**src/rtl/mxu_matmul_seq.sv**
```systemverilog
// NxN matmul sequencer: loads A/B from scratch memory, skew-streams them into a systolic MXU,
// drains it and writes C = A*B back row-major. Optional macro MXU_ACCUM_EN adds the acc input.
module mxu_matmul_seq #(
    parameter int GRID_SIZE = 2,
    parameter int DATA_W    = 16,
    parameter int ACC_W     = 16,
    parameter int ADDR_W    = 5,
    parameter int MXU_LAT   = 1
) (
    input  logic                                clk,
    input  logic                                rst_n,
    input  logic                                start,
`ifdef MXU_ACCUM_EN
    input  logic                                acc,
`endif
    input  logic [ADDR_W-1:0]                   base_a,
    input  logic [ADDR_W-1:0]                   base_b,
    input  logic [ADDR_W-1:0]                   base_c,
    output logic                                busy,
    output logic                                done,
    output logic [ADDR_W-1:0]                   mem_raddr,
    input  logic [DATA_W-1:0]                   mem_rdata,
    output logic                                mem_we,
    output logic [ADDR_W-1:0]                   mem_waddr,
    output logic [DATA_W-1:0]                   mem_wdata,
    output logic                                mxu_ce,
    output logic                                mxu_clr,
    output logic [GRID_SIZE*DATA_W-1:0]         west_input,
    output logic [GRID_SIZE*DATA_W-1:0]         north_input,
    input  logic [GRID_SIZE*GRID_SIZE*ACC_W-1:0] result_out
);

    localparam int N          = GRID_SIZE;
    localparam int NN         = N * N;
    localparam int STREAM_LEN = 3 * N - 2;
    localparam int MAX_CNT    = NN + STREAM_LEN + MXU_LAT + 1;
    localparam int CNT_W      = $clog2(MAX_CNT + 1);
    localparam int WIDE_W     = (ACC_W > DATA_W) ? ACC_W : DATA_W;

    localparam logic [CNT_W-1:0] LOAD_LAST   = CNT_W'(NN);
    localparam logic [CNT_W-1:0] STREAM_LAST = CNT_W'(STREAM_LEN - 1);
    localparam logic [CNT_W-1:0] DRAIN_LAST  = CNT_W'((MXU_LAT > 0) ? MXU_LAT - 1 : 0);
    localparam logic [CNT_W-1:0] WRITE_LAST  = CNT_W'(NN - 1);

    typedef enum logic [2:0] {
        ST_IDLE,
        ST_LOAD_A,
        ST_LOAD_B,
        ST_STREAM,
        ST_DRAIN,
        ST_WRITE,
        ST_DONE
    } state_t;

    state_t             state;
    state_t             state_next;
    logic [CNT_W-1:0]   cnt;
    logic [CNT_W-1:0]   cnt_next;
    logic [ADDR_W-1:0]  base_a_r;
    logic [ADDR_W-1:0]  base_b_r;
    logic [ADDR_W-1:0]  base_c_r;
    logic [DATA_W-1:0]  a_buf [NN];
    logic [DATA_W-1:0]  b_buf [NN];
    logic               accept;
    logic               clr_allow;

    // Results wider than memory words are cut to their low bits; narrower ones zero-extend.
    function automatic logic [DATA_W-1:0] trunc_result(input logic [ACC_W-1:0] r);
        logic [WIDE_W-1:0] w;
        w = WIDE_W'(r);
        return w[DATA_W-1:0];
    endfunction

    assign accept = (state == ST_IDLE) && start;

    always_ff @(posedge clk or negedge rst_n) begin
        if (!rst_n) begin
            state <= ST_IDLE;
            cnt   <= '0;
        end else begin
            state <= state_next;
            cnt   <= cnt_next;
        end
    end

`ifdef MXU_ACCUM_EN
    logic acc_r;

    always_ff @(posedge clk or negedge rst_n) begin
        if (!rst_n) begin
            acc_r <= 1'b0;
        end else if (accept) begin
            acc_r <= acc;
        end
    end

    assign clr_allow = !acc_r;
`else
    assign clr_allow = 1'b1;
`endif

    always_ff @(posedge clk) begin
        if (accept) begin
            base_a_r <= base_a;
            base_b_r <= base_b;
            base_c_r <= base_c;
        end
    end

    // Read data lags the address by one cycle, so count k captures element k-1.
    always_ff @(posedge clk) begin
        for (int k = 0; k < NN; k++) begin
            if (state == ST_LOAD_A && cnt == CNT_W'(k + 1)) begin
                a_buf[k] <= mem_rdata;
            end
            if (state == ST_LOAD_B && cnt == CNT_W'(k + 1)) begin
                b_buf[k] <= mem_rdata;
            end
        end
    end

    always_comb begin
        state_next = state;
        cnt_next   = cnt + 1'b1;
        case (state)
            ST_IDLE: begin
                cnt_next = '0;
                if (start) begin
                    state_next = ST_LOAD_A;
                end
            end
            ST_LOAD_A: begin
                if (cnt == LOAD_LAST) begin
                    state_next = ST_LOAD_B;
                    cnt_next   = '0;
                end
            end
            ST_LOAD_B: begin
                if (cnt == LOAD_LAST) begin
                    state_next = ST_STREAM;
                    cnt_next   = '0;
                end
            end
            ST_STREAM: begin
                if (cnt == STREAM_LAST) begin
                    state_next = (MXU_LAT > 0) ? ST_DRAIN : ST_WRITE;
                    cnt_next   = '0;
                end
            end
            ST_DRAIN: begin
                if (cnt == DRAIN_LAST) begin
                    state_next = ST_WRITE;
                    cnt_next   = '0;
                end
            end
            ST_WRITE: begin
                if (cnt == WRITE_LAST) begin
                    state_next = ST_DONE;
                    cnt_next   = '0;
                end
            end
            ST_DONE: begin
                state_next = ST_IDLE;
                cnt_next   = '0;
            end
            default: begin
                state_next = ST_IDLE;
                cnt_next   = '0;
            end
        endcase
    end

    always_comb begin
        busy        = (state != ST_IDLE) && (state != ST_DONE);
        done        = (state == ST_DONE);
        mem_raddr   = '0;
        mem_we      = 1'b0;
        mem_waddr   = '0;
        mem_wdata   = '0;
        mxu_ce      = (state == ST_STREAM) || (state == ST_DRAIN);
        mxu_clr     = (state == ST_STREAM) && (cnt == '0) && clr_allow;
        west_input  = '0;
        north_input = '0;

        if (state == ST_LOAD_A && cnt < LOAD_LAST) begin
            mem_raddr = base_a_r + ADDR_W'(cnt);
        end
        if (state == ST_LOAD_B && cnt < LOAD_LAST) begin
            mem_raddr = base_b_r + ADDR_W'(cnt);
        end

        if (state == ST_WRITE) begin
            mem_we    = 1'b1;
            mem_waddr = base_c_r + ADDR_W'(cnt);
            for (int k = 0; k < NN; k++) begin
                if (cnt == CNT_W'(k)) begin
                    mem_wdata = trunc_result(result_out[k*ACC_W +: ACC_W]);
                end
            end
        end

        // Lane i carries A[i][d] and lane j carries B[d][j] at stream step t = lane + d.
        if (state == ST_STREAM) begin
            for (int l = 0; l < N; l++) begin
                for (int d = 0; d < N; d++) begin
                    if (cnt == CNT_W'(l + d)) begin
                        west_input[l*DATA_W +: DATA_W]  = a_buf[l*N + d];
                        north_input[l*DATA_W +: DATA_W] = b_buf[d*N + l];
                    end
                end
            end
        end
    end

endmodule
```
**config.mk**
```make
export PLATFORM = sky130hd
export DESIGN_NAME = mxu_matmul_seq
export DESIGN_NICKNAME = d
export VERILOG_FILES = /design/src/rtl/mxu_matmul_seq.sv
export SDC_FILE = /design/constraint.sdc
export NUM_CORES = 1
export LEC_CHECK = 0
export ABC_AREA = 1
export CAP_MARGIN = 5
export CORE_ASPECT_RATIO = 0.9
export CORE_MARGIN = 4
export CORE_UTILIZATION = 35
export DETAILED_ROUTE_END_ITERATION = 6
export PLACE_DENSITY = 0.58
export SLEW_MARGIN = 25
export SYNTH_ARGS = -nofsm -noshare
export SYNTH_HDL_FRONTEND = slang
export SYNTH_SLANG_ARGS = --single-unit
```
**constraint.sdc**
```tcl
create_clock -name clk -period 3.7 [get_ports clk]
set_clock_uncertainty 0.2 [all_clocks]
set_input_delay 0.37 -clock clk [delete_from_list [all_inputs] [get_ports clk]]
set_output_delay 0.37 -clock clk [all_outputs]
set_load 0.01 [all_outputs]
```
Yosys cells after proc, flatten, opt, wreduce, memory -nomap -nowiden
Memory sizes are Yosys's and may differ from the RTL's.
Cells that the tools add are included.
- word-level logic and storage cells: 119
- flip-flop bits (word level): 22
- memory bits (writable): 128
- input port bits: 98
- memories: 2
- order comparisons: 1
- equality and inequality tests: 17
- $add $sub $neg: 4
- mux-type cells: 64
- reduce and logical (&&, ||, !) cells: 26
- memories (name ; words ; width ; rd ports ; clocked after Yosys merged registers in ; write ports ; RTL line ; text):
    a_buf ; 4 ; 16 ; 4 ; 0 ; 1 ; 62 ; logic [DATA_W-1:0] a_buf [NN];
    b_buf ; 4 ; 16 ; 4 ; 0 ; 1 ; 63 ; logic [DATA_W-1:0] b_buf [NN];
- operators by type and width (kind ; number):
    $mux W16 ; 19
    $reduce_or A16 Y1 ; 6
    $mux W32 ; 2
    $mux W1 ; 23
    $mux W3 ; 6
    $pmux W3 S6 ; 1
    $add A5 B4 Y5 ; 3
    $mux W5 ; 3
    $logic_and A1 B1 Y1 ; 13
    $mux W2 ; 6
    $mux W4 ; 3
    $pmux W4 S3 ; 1
    $eq A3 B3 Y1 const B ; 3
    $eq A4 B2 Y1 const B ; 2
    $ne A2 B1 Y1 const B ; 4
    $eq A3 B2 Y1 const B ; 2
    $reduce_and A6 Y1 ; 1
    $add A4 B1 Y4 const B ; 1
    $eq A4 B1 Y1 const B ; 1
    $eq A4 B3 Y1 const B ; 1
    $logic_not A4 Y1 ; 1
    $lt A4 B3 Y1 const B ; 1
    $ne A2 B2 Y1 const B ; 2
    $reduce_or A2 Y1 ; 2
    other kinds (5) ; 5

Longest topological paths before layout
- depth after elaboration: 8
- gate-level depth with buffers: 11
- mapped depth without buffers: 11

Worst setup path before layout
OpenSTA, ideal clock, no wires.
- kind: register -> register
- from: register cnt[1]
- to: memory a_buf[0][0] (enable)
- cell stages (with the launch flop): 8
- required time: 3112 ps
- period minus slack after synthesis: 2784 ps
- data arrival time: 2196 ps
- library setup time: 388 ps
- path slack: 916 ps
- cell sequence: dfrtp_1 -> inv_1 -> ha_1 -> buf_2 -> clkinv_2 -> buf_2 -> clkbuf_1 -> nor2_1
- longest elaborated chain between the ends: 8
- elaborated cells between the ends (all ways): 25
- RTL lines (what ; RTL line ; text):
    start: declaration ; 57 ; logic [CNT_W-1:0] cnt;
    start signal: assignment ; 82 ; cnt <= cnt_next;
    $eq A4 B2 Y1 ; 113 ; if (state == ST_LOAD_A && cnt == CNT_W'(k + 1)) begin
    $logic_and A1 B1 Y1 ; 113 ;
    $mux W1 ; 113 ;
    $mux W1 (not written as such) ; 114 ; a_buf[k] <= mem_rdata;
    $reduce_or A16 Y1 (no source line) ; - ;
    $mux W2 (no source line) / $mux W1 (equally long branches) (3 in series) ; - ;
    end: declaration ; 62 ;
Several ways; a longest one is shown, not always the timed one.

Worst setup path in the final report
- from: register cnt[0]
- to: output mem_wdata[9]
- longest elaborated chain between the ends: 6
- elaborated cells between the ends (all ways): 9
- RTL lines (what ; RTL line ; text):
    $logic_not A4 Y1 ; 196 ; if (cnt == CNT_W'(k)) begin
    $mux W16 (3 in series) ; 196 ;
    $mux W16 (*) ; 196 ;
    $mux W16 (*) ; 192 ; if (state == ST_WRITE) begin
    end: declaration ; 25 ; output logic [DATA_W-1:0] mem_wdata,
Every way passes the cells marked *; elsewhere a longest branch is shown, timed or not.

==> metrics.md <==
| Metric | Value |
|---|---|
| Outcome | `finished, final reports clean` |
| Worst r2r src | `state[2]$_DFFE_PN0P_` |
| RSZ-0062 raised after global routing | `no` |
| Placer Congestion | `0.833` |
| Slowest CP cell | `clkdlybuf4s50_1` |
| Tot GR Track Use | `18.2%` |
| Fraction of layout cells with a size suffix above 1 | `7.88%` |
| Initial Utilization | `35.7%` |
| Worst Tran Pin Value | `0.555 ns` |
| Sum Neg Setup Slack | `0 ns` |
| Syn Area/Cell | `10.7 µm²` |
| Synthesized flop and latch total | `150` |
| Crit path max-delay family | `buffers and inverters` |
| Tightest Hold Check Type | `in -> async` |
| Worst VDD drop | `0.325 mV` |
| Setup Fix Bufs, Post-CTS | `0` |
| CTS tree | `built` |
| Fmax | `292 MHz` |
| Final Max Tran Viols | `0` |
| Grt ovf | `0` |
| Sequential area share after synthesis | `62.6%` |
| Core Box Area | `20000 µm²` |
| Final Cycle Share | `92.4%` |
| DR vias | `5738` |
| Hold Vio Cnt, Final | `0` |
| Min setup slack post-route | `0.281 ns` |
| Antenna violations before repair | `0` |
| Final ANT Viol Nets | `0` |
| Fin nets | `967` |
| CTS resizes | `0` |
| Buffers & Inverters on Critical Path | `3` |
| Cell count after synthesis | `664` |
| FF-to-FF End | `b_buf[0][0]$_DFFE_PP_` |
| Hold-fix buffers at CTS | `0` |
| DP HPWL | `13800 µm` |
| Reg2reg path depth | `6` |
| Synth-to-Final Area Change | `39.0%` |
| Largest area contributor in the netlist | `edfxtp_1` |
| Syn nets | `781` |
| # clock sinks | `150` |
| Total die area | `22700 µm²` |
| PortBufs | `192` |
| CP startpoint | `cnt[0]$_DFF_PN0_` |
| Synth top area cells | `edfxtp_1 (60%), nand3_1 (12%), nand2_1 (5.0%)` |
| Critical path data required time | `3.13 ns` |
| Synth Cell Area | `7130 µm²` |
| MaxCap Viol Count | `0` |
| Post-synth top area share | `60.2%` |
| DR pass1 iterations | `6` |
| CP cell instances | `ha_1, nand2_1, buf_4, inv_1, nand2_1, a21oi_1, clkdlybuf4s50_1` |
| Final WL | `20700 µm` |
| Crit Path Class | `reg -> out` |
| Static leakage | `3.58 nW` |
| DR iter-0 viols | `447` |
| Netlist cell types | `35` |
| CP dominant cell by count | `nand2_1` |
| H-tree lvl count | `4` |
| Largest buffer count on any clock path | `2` |
| Clk pin slew, worst setup/hold paths | `0.06 ns` |
| Worst Path Max Fanout | `18` |
| Via-to-Cell Ratio | `5.13` |
| Row cnt | `49` |
| First-pass GRT wire length | `31700 µm` |
| Root Driver | `clkbuf_16` |
| Vias in the first global route | `5716` |
| Chip width | `158 µm` |
| DRC | `0` |
| Relative slew slack | `63.0%` |
| Period minus WS final | `3.42 ns` |
| Post-Place Worst Slack | `0.633 ns` |
| Critical Path Source Type | `flip-flop` |
| Ys Warns | `0` |
| Setup crit end kind | `primary output` |
| Per-cell routed wire length | `18.5 µm` |
| Largest net degree at the start of global routing | `51` |
| Die Y | `143 µm` |
| Pwr Density | `647 nW/µm²` |
| Final setup violation count | `0` |
| Clock Latency Late Sink | `0.42 ns` |
| Worst R2R Setup Slack | `1.36 ns` |
| Data arrival, critical path | `2.85 ns` |
| Worst stage delay on the critical path | `0.56 ns` |
| TritonCTS Buffers | `17` |
| I/O pin total | `193` |
[cells in the final DEF (no fill, tap or decap), types with 2 or more instances in the layout]
cell | Yosys | routed
clkdlybuf4s50_1 | 0 | 192
nand3_1 | 169 | 169
edfxtp_1 | 143 | 143
nand2_1 | 95 | 95
a21oi_1 | 55 | 55
inv_1 | 39 | 39
nor2_1 | 22 | 22
o21ai_0 | 21 | 21
buf_4 | 7 | 20
clkbuf_16 | 0 | 17
nand4_1 | 16 | 16
ha_1 | 16 | 16
dfrtp_1 | 7 | 7
xor2_1 | 4 | 4
nand2_2 | 4 | 4
nor2_4 | 3 | 3
nand3b_1 | 3 | 3
fa_1 | 3 | 3
inv_8 | 0 | 3
inv_6 | 0 | 3
clkinvlp_4 | 0 | 3
o21ai_1 | 2 | 2
o22ai_1 | 2 | 2
clkinv_4 | 0 | 2
clkinv_8 | 0 | 2
[cell families after synthesis]
group / synth area share (%)
XOR/XNOR: 0.614
buffers and inverters: 5.54
AND/OR/NAND/NOR: 21.5
AO/OA/AOI/OAI: 6.09
flip-flops: 62.6
adder cells (fa/ha/maj): 3.65
[flip-flops by register name (all words and copies together), names as in the netlist]
register  cells
b_buf        64
base_b_r      5
a_buf        64
cnt           4
base_a_r      5
state         3
base_c_r      5
[worst reg2reg max path: cells and delay by family, from the launching register on]
| family | cells | cell delay, ns |
|---|---|---|
| AND/OR/NAND/NOR | 3 | 0.78 |
| buffers and inverters | 3 | 0.60 |
| flip-flops | 1 | 0.45 |
[how the worst max path moves through the flow]
stage                            endpoint  depth (start not counted)  slack, ns
finish                       mem_wdata[9]                          7       0.28
global route                west_input[5]                          7       0.07
CTS                        west_input[15]                          8       0.17
detailed placement         west_input[15]                          8       0.63
global placement           west_input[15]                          8       0.71
floorplan           a_buf[0][0]$_DFFE_PP_                          7       0.92
[synth_stat cells (all sizes together)]
library cell,n
xor2,4
o21ai,23
nand2,100
clkinv,1
xnor2,1
dfrtp,7
nor3,2
a22o,1
clkbuf,11
nand3,170
nor2,26
ha,16
o21a,1
a31oi,1
inv,40
or2,1
edfxtp,143
o22ai,2
a21oi,56
buf,36
nand3b,3
fa,3
nand4,16
[final cells by class]
class,instances,area [µm²]
antenna,1,2.50
tap,255,319
fill,1819,10100
clock inverter,15,166
sequential,150,4470
timing repair buffer,214,2100
inverter,41,155
multi-input combinational,426,2270
clock buffer,17,425
[per-stage QoR]
step | area [µm²] | power, mW | util, % | std cells | hold slack (ns)
2_1_floorplan | 7130 | 3.78 | - | 664 | -0.126
3_3_place_gp | 9320 | 4.70 | 46.6 | 1086 | 0.400
3_5_place_dp | 9320 | 4.76 | 46.6 | 1086 | 0.434
4_1_cts | 9910 | 6.48 | 49.6 | 1118 | 0.00836
5_1_grt | 9910 | 6.85 | 49.6 | 1118 | 0.0310
6_report | 9920 | 6.42 | 49.6 | 1119 | 0.0203
[power breakdown]
group	switching [mW]	internal, mW
combinational	1.58	0.968
sequential	0.0998	2.06
clock	0.752	0.955
total	2.43	3.99
[routing by layer]
layer | share of wire (%) | track usage [%] | vias up
met5 | 0 | 0 | -
met1 | 44 | 24.6 | 2753
met3 | 6.4 | 3.52 | 22
met4 | 1.4 | 5.25 | 0
li1 | - | - | 2753
met2 | 48 | 29.9 | 210
Power figures use the tool's default switching activity.
